### src/rtl/uart_echo_ctrl.sv
// Echo sequencer between UART RX and TX FIFOs: pop, add INC, push.
// Statistics counters are built only when UART_ECHO_STATS_EN is defined.
module uart_echo_ctrl #(
  parameter int DATA_W      = 8,
  parameter int INC         = 1,
  parameter int CNT_W       = 16,
  parameter int TIMEOUT_CYC = 0
) (
  input  logic              clk,
  input  logic              rst,
  input  logic              en,
  input  logic              step,
  input  logic              rx_empty,
  input  logic [DATA_W-1:0] r_data,
  input  logic              tx_full,
  output logic              rd_uart,
  output logic              wr_uart,
  output logic [DATA_W-1:0] w_data,
  output logic              busy,
  output logic [CNT_W-1:0]  byte_cnt,
  output logic [CNT_W-1:0]  drop_cnt
);

  localparam int TMO_W = (TIMEOUT_CYC > 1) ? $clog2(TIMEOUT_CYC) : 1;
  localparam logic [TMO_W-1:0] TMO_LAST = TMO_W'((TIMEOUT_CYC > 0) ? TIMEOUT_CYC - 1 : 0);

  typedef enum logic [1:0] {IDLE, WRITE, DONE} state_t;

  state_t            state_q, state_d;
  logic              rd_q, rd_d;
  logic              wr_q, wr_d;
  logic              busy_q, busy_d;
  logic [DATA_W-1:0] w_data_q, w_data_d;
  logic              step_pend_q, step_pend_d;
  logic [TMO_W-1:0]  tmo_q, tmo_d;
  logic              go;
  logic              tmo_hit;

  function automatic logic [DATA_W-1:0] wrap_inc(input logic [DATA_W-1:0] b);
    return b + DATA_W'(INC);
  endfunction

  // A step arriving this cycle counts as pending immediately, so the pop
  // can happen on the same edge that would otherwise only latch the request.
  assign go      = en | step | step_pend_q;
  assign tmo_hit = (TIMEOUT_CYC != 0) && (tmo_q == TMO_LAST);

  always_comb begin
    state_d     = state_q;
    rd_d        = 1'b0;
    wr_d        = 1'b0;
    w_data_d    = w_data_q;
    tmo_d       = tmo_q;
    step_pend_d = step_pend_q | step;
    case (state_q)
      IDLE: begin
        if (go && !rx_empty) begin
          rd_d        = 1'b1;
          w_data_d    = wrap_inc(r_data);
          step_pend_d = 1'b0;
          state_d     = WRITE;
        end
      end
      WRITE: begin
        if (!tx_full) begin
          wr_d    = 1'b1;
          tmo_d   = '0;
          state_d = DONE;
        end else if (tmo_hit) begin
          tmo_d   = '0;
          state_d = DONE;
        end else begin
          tmo_d = tmo_q + TMO_W'(1);
        end
      end
      DONE:    state_d = IDLE;
      default: state_d = IDLE;
    endcase
    busy_d = (state_d != IDLE);
  end

  always_ff @(posedge clk) begin
    if (rst) begin
      state_q     <= IDLE;
      rd_q        <= 1'b0;
      wr_q        <= 1'b0;
      busy_q      <= 1'b0;
      w_data_q    <= '0;
      step_pend_q <= 1'b0;
      tmo_q       <= '0;
    end else begin
      state_q     <= state_d;
      rd_q        <= rd_d;
      wr_q        <= wr_d;
      busy_q      <= busy_d;
      w_data_q    <= w_data_d;
      step_pend_q <= step_pend_d;
      tmo_q       <= tmo_d;
    end
  end

  assign rd_uart = rd_q;
  assign wr_uart = wr_q;
  assign busy    = busy_q;
  assign w_data  = w_data_q;

`ifdef UART_ECHO_STATS_EN
  logic [CNT_W-1:0] byte_cnt_q;
  logic [CNT_W-1:0] drop_cnt_q;
  logic             drop_evt;

  assign drop_evt = (state_q == WRITE) && tx_full && tmo_hit;

  always_ff @(posedge clk) begin
    if (rst) begin
      byte_cnt_q <= '0;
      drop_cnt_q <= '0;
    end else begin
      if (wr_d)     byte_cnt_q <= byte_cnt_q + CNT_W'(1);
      if (drop_evt) drop_cnt_q <= drop_cnt_q + CNT_W'(1);
    end
  end

  assign byte_cnt = byte_cnt_q;
  assign drop_cnt = drop_cnt_q;
`else
  assign byte_cnt = '0;
  assign drop_cnt = '0;
`endif

endmodule

### config.mk
export PLATFORM = sky130hd
export DESIGN_NAME = uart_echo_ctrl
export DESIGN_NICKNAME = d
export VERILOG_FILES = /design/src/rtl/uart_echo_ctrl.sv
export SDC_FILE = /design/constraint.sdc
export NUM_CORES = 1
export LEC_CHECK = 0
export ABC_AREA = 1
export CORE_AREA = 2 2 53 55
export CTS_CLUSTER_DIAMETER = 150
export CTS_CLUSTER_SIZE = 10
export DETAILED_ROUTE_END_ITERATION = 12
export DIE_AREA = 0 0 55 57
export PLACE_DENSITY = 0.8
export SYNTH_ARGS = -nofsm -noshare
export SYNTH_HDL_FRONTEND = slang
export SYNTH_SLANG_ARGS = --single-unit
### constraint.sdc
create_clock -name clk -period 2.4 [get_ports clk]
set_clock_uncertainty 0.05 [all_clocks]
set_input_delay 0.36 -clock clk [delete_from_list [all_inputs] [get_ports clk]]
set_output_delay 0.36 -clock clk [all_outputs]
set_load 0.02 [all_outputs]
==> impl_metrics.ini, run 1 <==
[run_status]
status = finished, final reports clean

[setup_path]
path_buf_inv = 1
cpPeakStageDelay_ns = 0.61
reg2reg_depth = 6
crit_path_start = w_data[6]
r2r-start = state_q[0]
cp-end-kind = output pin
crit_type = reg -> out
cp-endpoint = w_data[6]
crit_family = buffers and inverters
path_cells = clkdlybuf4s50_1
reg2reg_to = w_data[6]
critPathMaxFanout = 2
cp_num_cells = 1
crit_slowest_cell = clkdlybuf4s50_1
start_kind = flip-flop
r2r_slack_ns = 1.35
arrival_ns = 1.24
cp.required_ns = 1.99

[synthesis]
synth_cells = 131
synth.avg_cell_area_sq_um = 7.17
synth_top_cell_by_area = dfxtp_1
synth.cells.most_frequent = 32 x buf_4, 20 x nand2_1, 17 x nor2_1, 14 x dfxtp_1, 14 x inv_1
seq_area_frac_synth = 0.298
synthFlopType = dfxtp_1
synth_edf_count = 0
synth.top_cell.area_share = 0.298
ys_warn_count = 0
yosys.cell_count.top_type = buf_4
ys_ff_latch = 14
synthDistinctLibCells = 21
synth.area.top_cells = dfxtp_1 30%, buf_4 26%, nand2_1 8.0%
synth_area_sq_um = 940
synthArstFlopShare = 0

[global_route]
grt_max_degree = 11
grt_pass1_wl_mm = 2.39
track_usage = 0.0993
grt_pass1_vias = 626
gr-total-overflow = 0
antenna_found_initial = 0

[clocking]
clk_path_buf_depth = 2
root_buffer = clkbuf_4
clk_latency_ns = 0.26
cts_resized = 0
cts_buffers = 3
cts.sinks = 14
h-tree-depth = 1
cts_tree = done
cts_setup_buffers = 0
clk_pin_slew_ns = 0.09
postCtsHoldBufs = 0

[final_layout]
final_nets = 174
stdcell_area_sq_um = 1120
drive_above_1_share = 0.0955
area_growth_pct = 18.9
diodes = 0

[drt]
dr_total_vias = 744
dr.pass1.iters = 4
wl_per_cell_um = 8.32
initialDrtViolationCount = 6
ant_nets = 0
drcViolationCount = 0
totalWireLength_mm = 1.56
vias_per_cell = 3.96

[timing]
finalSetupTns_ns = 0
finalHoldViolCount = 0
timing.final.crit_share = 0.687
setup_viol = 0
rsz0062_at_grt = no
slew_violations = 0
max_freq_mhz = 606
post-route-min-period_ns = 1.65

[floorplanning]
ioPinCount = 57
die_y_um = 57
initial_core_util = 0.359
rows = 19
dieArea_sq_um = 3140
core_sq_um = 2620
die_x_um = 55

[power]
power_density_nw_per_um2 = 534
power.leakage_nw = 0.562
peakVddDrop_mv = 0.234

[place]
place_area_sq_um = 1090
hpwl_mm = 1.30
gp_congestion = 0.801
io_buffers = 24

[run]
cap_viol_max_count = 0

[hold_path]
hp-class = reg -> reg
worst min path at each step:
stage | startpoint | cells after the start | end | slack (ns)
final | w_data[0] | 2 | w_data[0] | 0.44
after CTS | w_data[0] | 2 | w_data[0] | 0.45
after floorplan | rst | 1 | state_q[1] | 0.39
after global routing | w_data[1] | 2 | w_data[1] | 0.48
after detailed placement | w_data[0] | 2 | w_data[0] | 0.43
after global placement | w_data[2] | 2 | w_data[2] | 0.42
logic make-up (layout without fill, tap and decap cells):
logic type	Yosys count	count (layout)	share of synthesized area
other	1	32	0.00399
DFF	14	14	0.298
xor gates and xnor gates	3	3	0.0280
and+or+nand+nor	56	56	0.289
AOI/OAI and AO/OA	6	6	0.0346
adders and majority gates	1	1	0.0133
buffers and inverters	50	45	0.333
where the power goes:
group / switching (mW) / internal, mW
clock: 0.0722 / 0.0579
combinational: 0.129 / 0.0753
sequential: 0.00946 / 0.253
total: 0.210 / 0.386
layout by cell type (no fill, tap or decap), drive strengths merged:
master	n
clkinv	1
clkbuf	3
clkdlybuf4s50	24
inv	17
nor3	3
o21ai	5
conb	32
xnor2	2
xor2	1
dfxtp	14
nor2	20
nand3	9
nand2	24
ha	1
o21bai	1
flip-flops by register name (all words and copies together), names as in the netlist:
| name | count |
|---|---|
| wr_uart | 1 |
| w_data | 8 |
| step_pend_q | 1 |
| rd_uart | 1 |
| state_q | 2 |
| busy | 1 |
cell type report:
type / instances / area, sq um
Inverter: 18 / 72.6
Tap cell: 31 / 38.8
Clock buffer: 3 / 22.5
Sequential cell: 14 / 280
Multi-Input combinational cell: 98 / 463
Timing Repair Buffer: 24 / 240
Fill cell: 293 / 1500
per-layer routing:
layer,up-vias,wire length [um],GRT usage
li1,384,-,-
met2,35,800,0.177
met1,323,604,0.111
met4,0,12,0.0383
met3,2,146,0.0209
met5,-,0,0
metrics by stage:
stage,cells,power [mW],hold WS [ns],setup WS [ns],utilization
2_1_floorplan,162,0.439,0.387,1.34,-
3_3_place_gp,185,0.469,0.416,0.773,0.419
3_5_place_dp,185,0.472,0.427,0.737,0.419
4_1_cts,188,0.598,0.446,0.733,0.427
5_1_grt,188,0.627,0.485,0.723,0.427
6_report,188,0.597,0.441,0.750,0.427
worst reg2reg max path: cells and delay by family, from the launching register on:
kind | cells | cell delay, ns
DFF | 1 | 0.32
buffers and inverters | 1 | 0.03
and+or+nand+nor | 5 | 0.57
Note: power is estimated with default switching activity, not from simulation.
==> run 2: changes to the inputs <==
- CORE_AREA: 2 2 53 55 -> 2 2 54 56
- DIE_AREA: 0 0 55 57 -> 0 0 56 58
- PLACE_DENSITY: 0.8 -> 0.77
- clock period: 2.4 -> 1.58 ns (I/O delays scaled with it)
==> run 2 against run 1 <==
  * Die area up 3.6%
  * Global-route usage increased by 0.77 points
  * Combinational power increased by 52%
  * Clock power increased by 100%
  * Largest power group unchanged
  * Sequential cell count stayed put
  * Critical endpoint is now w_data[3]
  * Wire length increased by 5.6%
  * Highest routed layer unchanged
  * Critical path depth unchanged
  * Largest cell class unchanged
==> impl_metrics.ini, run 2 (same netlist as run 1, synthesis figures left out) <==
[run_status]
status = finished, final reports clean

[clocking]
h-tree-depth = 1
clk_path_buf_depth = 2
clk_pin_slew_ns = 0.09
cts_tree = done
clk_latency_ns = 0.28
cts_buffers = 3
cts.sinks = 14
root_buffer = clkbuf_4
cts_setup_buffers = 0

[setup_path]
reg2reg_to = w_data[6]
reg2reg_depth = 6
cpPeakStageDelay_ns = 0.60
path_cells = clkdlybuf4s50_1
r2r-start = state_q[0]
r2r_slack_ns = 0.55
crit_family = buffers and inverters
cp.required_ns = 1.29
start_kind = flip-flop
crit_type = reg -> out
crit_slowest_cell = clkdlybuf4s50_1
path_buf_inv = 1
cp-end-kind = output pin
arrival_ns = 1.23
critPathMaxFanout = 2

[run]
cap_viol_max_count = 0

[floorplanning]
die_x_um = 56
core_sq_um = 2660
rows = 19
ioPinCount = 57
die_y_um = 58
dieArea_sq_um = 3250
initial_core_util = 0.353

[place]
gp_congestion = 0.811
hpwl_mm = 1.33
io_buffers = 24

[drt]
totalWireLength_mm = 1.65
initialDrtViolationCount = 3
vias_per_cell = 3.99
dr_total_vias = 758
dr.pass1.iters = 2
ant_nets = 0
wl_per_cell_um = 8.69
drcViolationCount = 0

[global_route]
grt_pass1_vias = 670
antenna_found_initial = 0
grt_max_degree = 11
gr-total-overflow = 0
grt_pass1_wl_mm = 2.72
track_usage = 0.107

[power]
peakVddDrop_mv = 0.306
power.leakage_nw = 0.604
power_density_nw_per_um2 = 853

[final_layout]
largest_reg_flops = 8
area_growth_pct = 21.7
layout_common_cells = 32 x conb_1, 22 x clkdlybuf4s50_1, 20 x nand2_1
fin_util = 0.430
diodes = 0
final_nets = 175
layout_commonest_cell = conb_1
drive_above_1_share = 0.107

[timing]
slew_violations = 0
finalHoldViolCount = 0
timing.final.crit_share = 0.961
finalSetupTns_ns = 0
post-route-min-period_ns = 1.52
rsz0062_at_grt = no
max_freq_mhz = 659
setup_viol = 0

[hold_path]
worstHoldPathCells = 2
hp-start = w_data[2]
hp-class = reg -> reg
worstHoldEndpoint = w_data[2]
run 2: cell types whose count changed in the layout (fill, tap and decap cells not counted):
cell / before / now
buf_4: 0 / 1
dlymetal6s2s_1: 0 / 2
clkbuf_8: 0 / 1
clkdlybuf4s50_1: 24 / 22
run 2: worst max path at each step:
stage	from	endpoint	slack (ns)	cells past startpoint
after floorplan	state_q[0]	w_data[7]	0.63	6
after global placement	r_data[0]	w_data[6]	0.08	7
after detailed placement	r_data[1]	w_data[6]	0.03	7
after CTS	w_data[6]	w_data[6]	0.02	1
after global routing	w_data[3]	w_data[3]	0.003	1
final	w_data[3]	w_data[3]	0.06	1
run 2: repair_timing:
action / CTS / global route
endpoints found under the setup margin: 0 / 2
gates resized for setup: 0 / 2
hold buffers: 0 / 0
run 2: final cells by class:
type | count | area (sq um)
clock buffer | 4 | 36.3
sequential | 14 | 280
multi-input combinational | 98 | 463
timing repair buffer | 25 | 253
inverter | 18 | 72.6
tap | 31 | 38.8
fill | 293 | 1520
run 2: per-stage QoR:
stage | cell area (sq um) | setup slack [ns] | power (mW) | hold slack [ns] | instances
floorplan | 1060 | 0.632 | 0.667 | 0.264 | 162
global placement | 1100 | 0.0783 | 0.717 | 0.416 | 186
detailed placement | 1100 | 0.0346 | 0.720 | 0.438 | 186
CTS | 1140 | 0.0247 | 0.979 | 0.451 | 190
global route | 1140 | 0.00263 | 1.03 | 0.469 | 190
finish | 1140 | 0.0615 | 0.975 | 0.445 | 190
run 2: power by group:
group	internal [mW]	switching (mW)	total (mW)
Clock	0.140	0.125	0.266
Sequential	0.384	0.0144	0.399
Combinational	0.115	0.196	0.311
run 2: per-layer routing:
metal  vias to the layer above  part of all wire  global-route usage
met5                         -                 0                   0
met4                         0             0.037              0.0816
li1                        390                 -                   -
met3                         7             0.081              0.0223
met1                       326              0.39               0.114
met2                        35              0.49               0.187
